$ cat src/rtl/forward_unit.sv
// rtl/forward_unit.sv - EX-stage Op2 forwarding select and load-use stall detection
// Tracks EX/MEM/WB destination tags and overrides the ALU B-mux when Op2 is still in flight.
module forward_unit (
    input  logic        clk,
    input  logic        rst,
    input  logic        id_valid,
    input  logic [3:0]  id_rd,
    input  logic        id_regwrite,
    input  logic        id_wr_r15,
    input  logic        id_memread,
    input  logic [3:0]  id_rs2,
    input  logic        id_uses_op2,
    input  logic [3:0]  ex_rs2,
    input  logic        flush,
    output logic        hazard,
    output logic [2:0]  forward_sel,
    output logic        stall,
    output logic [15:0] stall_count
);

    localparam logic [2:0] SEL_NONE    = 3'b000;
    localparam logic [2:0] SEL_MEM_LO  = 3'b001;
    localparam logic [2:0] SEL_MEM_HI  = 3'b010;
    localparam logic [2:0] SEL_WB_LO   = 3'b011;
    localparam logic [2:0] SEL_WB_HI   = 3'b100;

    logic        r_ex_valid;
    logic [3:0]  r_ex_rd;
    logic        r_ex_regwrite;
    logic        r_ex_wr_r15;
    logic        r_ex_memread;

    logic        r_mem_valid;
    logic [3:0]  r_mem_rd;
    logic        r_mem_regwrite;
    logic        r_mem_wr_r15;
    logic        r_mem_memread;

    // WB never blocks forwarding, so its memread flag is not kept.
    logic        r_wb_valid;
    logic [3:0]  r_wb_rd;
    logic        r_wb_regwrite;
    logic        r_wb_wr_r15;

    logic [15:0] r_stall_count;

    logic        w_rs2_nz;
    logic        w_rs2_r15;
    logic        w_mem_low;
    logic        w_mem_high;
    logic        w_wb_low;
    logic        w_wb_high;
    logic        w_stall;
    logic        w_ex_bubble;

    assign w_rs2_nz   = (ex_rs2 != 4'd0);
    assign w_rs2_r15  = (ex_rs2 == 4'd15);

    // A load in MEM has no data in Btb yet; only WB may supply it.
    assign w_mem_low  = r_mem_valid & r_mem_regwrite & ~r_mem_memread & (r_mem_rd == ex_rs2) & w_rs2_nz;
    assign w_mem_high = r_mem_valid & r_mem_wr_r15 & ~r_mem_memread & w_rs2_r15;
    assign w_wb_low   = r_wb_valid & r_wb_regwrite & (r_wb_rd == ex_rs2) & w_rs2_nz;
    assign w_wb_high  = r_wb_valid & r_wb_wr_r15 & w_rs2_r15;

    always_comb begin
        forward_sel = SEL_NONE;
        if (w_mem_high) begin
            forward_sel = SEL_MEM_HI;
        end else if (w_mem_low) begin
            forward_sel = SEL_MEM_LO;
        end else if (w_wb_high) begin
            forward_sel = SEL_WB_HI;
        end else if (w_wb_low) begin
            forward_sel = SEL_WB_LO;
        end
    end

    assign hazard = (forward_sel != SEL_NONE);

    assign w_stall = id_valid & id_uses_op2 & r_ex_valid & r_ex_memread & r_ex_regwrite
                   & (r_ex_rd == id_rs2) & (id_rs2 != 4'd0) & ~flush;
    assign w_ex_bubble = w_stall | flush | ~id_valid;

    assign stall       = w_stall;
    assign stall_count = r_stall_count;

    always_ff @(posedge clk or posedge rst) begin
        if (rst) begin
            r_ex_valid     <= 1'b0;
            r_ex_rd        <= 4'd0;
            r_ex_regwrite  <= 1'b0;
            r_ex_wr_r15    <= 1'b0;
            r_ex_memread   <= 1'b0;
            r_mem_valid    <= 1'b0;
            r_mem_rd       <= 4'd0;
            r_mem_regwrite <= 1'b0;
            r_mem_wr_r15   <= 1'b0;
            r_mem_memread  <= 1'b0;
            r_wb_valid     <= 1'b0;
            r_wb_rd        <= 4'd0;
            r_wb_regwrite  <= 1'b0;
            r_wb_wr_r15    <= 1'b0;
        end else begin
            r_wb_valid     <= r_mem_valid;
            r_wb_rd        <= r_mem_rd;
            r_wb_regwrite  <= r_mem_regwrite;
            r_wb_wr_r15    <= r_mem_wr_r15;
            r_mem_valid    <= r_ex_valid;
            r_mem_rd       <= r_ex_rd;
            r_mem_regwrite <= r_ex_regwrite;
            r_mem_wr_r15   <= r_ex_wr_r15;
            r_mem_memread  <= r_ex_memread;
            if (w_ex_bubble) begin
                r_ex_valid    <= 1'b0;
                r_ex_rd       <= 4'd0;
                r_ex_regwrite <= 1'b0;
                r_ex_wr_r15   <= 1'b0;
                r_ex_memread  <= 1'b0;
            end else begin
                r_ex_valid    <= 1'b1;
                r_ex_rd       <= id_rd;
                r_ex_regwrite <= id_regwrite;
                r_ex_wr_r15   <= id_wr_r15;
                r_ex_memread  <= id_memread;
            end
        end
    end

    always_ff @(posedge clk or posedge rst) begin
        if (rst) begin
            r_stall_count <= 16'd0;
        end else if (w_stall && (r_stall_count != 16'hFFFF)) begin
            r_stall_count <= r_stall_count + 16'd1;
        end
    end

endmodule

$ cat config.mk
export PLATFORM = sky130hd
export DESIGN_NAME = forward_unit
export DESIGN_NICKNAME = d
export VERILOG_FILES = /design/src/rtl/forward_unit.sv
export SDC_FILE = /design/constraint.sdc
export NUM_CORES = 1
export LEC_CHECK = 0
export ABC_AREA = 0
export CAP_MARGIN = 20
export CORE_UTILIZATION = 36
export DETAILED_ROUTE_END_ITERATION = 8
export GPL_TIMING_DRIVEN = 0
export PLACE_DENSITY_LB_ADDON = 0.05
export SLEW_MARGIN = 0
export SYNTH_ARGS = -nofsm -noshare
export SYNTH_HDL_FRONTEND = slang
export SYNTH_SLANG_ARGS = --single-unit
$ cat constraint.sdc
create_clock -name clk -period 2.3 [get_ports clk]
set_clock_uncertainty 0.1 [all_clocks]
set_input_delay 0.46 -clock clk [delete_from_list [all_inputs] [get_ports clk]]
set_output_delay 0.46 -clock clk [all_outputs]
set_load 0.005 [all_outputs]
==> impl_metrics.tcl <==
set metrics [dict create \
    status "complete, but fails checks" \
    violations "design-rule violations, negative setup slack" \
    grt_pass1_wl_um 6080 \
    die_x_um 70.5 \
    tns_ps -65.2 \
    slew_headroom_pct 46.9 \
    tightestPinTransition_ps 796 \
    yosysTopAreaCell "dfrtp_1" \
    syn_nets 167 \
    fillerInstances 412 \
    path_clk_slew_ps 70 \
    cts_made_buffers 5 \
    synth_area_um2 1690 \
    yosys_warnings 0 \
    io_pins 41 \
    synth_top_family_by_area "simple AND/OR/NAND/NOR gates" \
    synth_flop_cell "dfrtp_1" \
    numClockSinks 39 \
    max_freq_mhz 423 \
    slew_violations 0 \
    via_per_inst 4.92 \
    initial_core_util_pct 38.0 \
    critPathMaxFanout 3 \
    netlist_top_cells_count "dfrtp_1, xnor2_1, nand3_1" \
    synth.avg_cell_area_um2 11.6 \
    synth_adder_area_share_pct 0.741 \
    synth.top_cell.area_share_pct 57.8 \
    clock_path_buffers 2 \
    routed_wl_um 3490 \
    synth_xor_area_share_pct 12.5 \
    max_cap_violations 0 \
    power_uw 1250 \
    grt_start_max_net_pins 40 \
    power_density_nw_per_um2 547 \
    ys_ff_latch 39 \
    htree_levels 2 \
    synth_edf_count 0 \
    dp_cells 238 \
    rows 24 \
    ys_seq_area_share_pct 57.8 \
    rsz0062_at_grt "yes" \
    startpoint_type "flip-flop" \
    wl_per_cell_um 13.8 \
    hold_viol 0 \
    die_y_um 70.5 \
    drive_gt1_share_pct 21.9 \
    synth_simple_gate_area_share_pct 23.2 \
    cp.required_ps 1740 \
    yosysMostFrequentCell "dfrtp_1" \
    async_flop_share_pct 100 \
    dpl.hpwl_um 2450 \
    netlist_top_cells_area "dfrtp_1, xnor2_1, xor2_1, and2_1, nand4_1" \
    yosysUniqueCellTypes 29 \
    fin_area_um2 2290 \
    area_growth_pct 36.0 \
    fin_crit_ps 2360 \
    fin_crit_sh_pct 103 \
    synthMuxAreaShare_pct 0.890 \
    fin_util_pct 51.6 \
    syn_inst 146 \
    dieArea_um2 4970 \
    clockRootBuffer "clkbuf_8" \
    hold_path.class "reg2reg" \
    nets 222 \
    ant_nets 0 \
    crit_slowest_cell "or4_4" \
    worstPathArrival_ps 1800 \
    place.gp.congestion 0.738 \
    io_buffers 40 \
    via_count 1246 \
    n_antenna_cell 0 \
    end_kind "output port" \
    crit_chain "nor3_2, a21oi_2, or4_4, buf_6, a21o_1, buf_2" \
    grt_antenna_before_repair 0 \
    core_area_um2 4440 \
    firstDrtPassIters 6 \
    cts_tree "done" \
    overflow 0 \
    dpl_cell_area_um2 2150 \
    clock_latency_ps 280 \
    setup_viol 2 \
    grt_pass1_vias 1286 \
    synth-compound-area-share_pct 2.45 \
    irDropWorstVdd_uv 253 \
    stdcell_count 253 \
    p_leak_uw 0.00106 \
    path_class "reg2out" \
    cpPeakStageDelay_ps 490 \
    first_iter_violations 61 \
    fin_ws_ps -62.2 \
    grt_usage_pct 16.0 \
    drc 4 \
]
[placed cells by master, fill, tap and decap left out, types with 6 or more instances in the layout]
cell type,Yosys,routed
and2_1,10,9
buf_2,0,7
clkdlybuf4s50_1,0,27
xor2_1,8,8
xnor2_1,16,16
buf_4,2,10
and3_1,6,6
clkbuf_8,0,6
nand3_1,11,11
nand4_1,10,10
nand2_1,7,7
dfrtp_1,39,39
[cells by family after synthesis]
kind of cell | after synthesis
AND/OR/NAND/NOR | 67
flip-flops | 39
XOR/XNOR | 24
AO/OA/AOI/OAI | 7
buffers and inverters | 7
multiplexers | 1
adder cells (fa/ha/maj) | 1
[final timing paths]
path	from	end	slack, ps	cells past startpoint
setup / recovery	r_mem_rd[2]$_DFF_PP0_	forward_sel[1]	-60	6
hold / removal	r_ex_wr_r15$_DFF_PP0_	r_mem_wr_r15$_DFF_PP0_	260	0
setup reg to reg	r_ex_rd[0]$_DFF_PP0_	r_ex_memread$_DFF_PP0_	80	10
hold reg to reg	r_ex_wr_r15$_DFF_PP0_	r_mem_wr_r15$_DFF_PP0_	260	0
max in group asynchronous	rst	r_wb_rd[3]$_DFF_PP0_	1050	2
min in group asynchronous	rst	stall_count[11]$_DFFE_PP0P_	540	2
[through the flow]
| stage | hold slack (ps) | setup slack, ps |
|---|---|---|
| 6_report | 262 | -62.2 |
| 3_5_place_dp | 245 | -709 |
| 4_1_cts | 261 | -88.3 |
| 5_1_grt | 269 | -135 |
| 2_1_floorplan | 231 | 377 |
| 3_3_place_gp | 236 | -714 |
[state kept, by name, summed over array words and instances (netlist names), 4 cells and up]
name / cells
r_ex_rd: 4
r_mem_rd: 4
r_wb_rd: 4
stall_count: 16
[power breakdown]
group | total (uW) | leakage (uW) | switching (uW) | internal (uW)
clock | 462 | 0.0000470 | 227 | 235
combinational | 81.1 | 0.000485 | 38.5 | 42.6
sequential | 711 | 0.000531 | 9.70 | 702
[worst max-delay path, delay by kind of cell, from the launching register on]
kind,cells,cell delay [ps]
buffers and inverters,2,260
and+or+nand+nor,2,670
AOI/OAI and AO/OA,2,180
DFF,1,400
[cell type report]
cell class	instances	area, um2	share of cell area (%)
Tap cell	52	65.1	2.84
Clock inverter	1	5.00	0.218
Buffer	3	26.3	1.15
Timing Repair Buffer	49	422	18.4
Sequential cell	39	976	42.5
Multi-Input combinational cell	100	707	30.8
Clock buffer	6	82.6	3.60
Inverter	3	11.3	0.491
[routing by layer]
metal  global-route usage (%)  share of wire, %  vias to the layer above
li1                         -                 -                      614
met5                        0                 0                        -
met1                     20.7                46                      600
met4                     7.48               1.6                        0
met3                     3.61               4.2                        5
met2                     25.5                48                       27
[timing repair]
| item | 4_1_cts | 5_1_grt |
|---|---|---|
| endpoints found under the setup margin | 5 | 12 |
| resized for setup | 44 | 4 |
| pin swaps | 12 | 3 |
| setup buffers | 7 | 2 |
| hold buffers | 0 | 0 |
No activity file was read; power rests on OpenSTA's default activity.
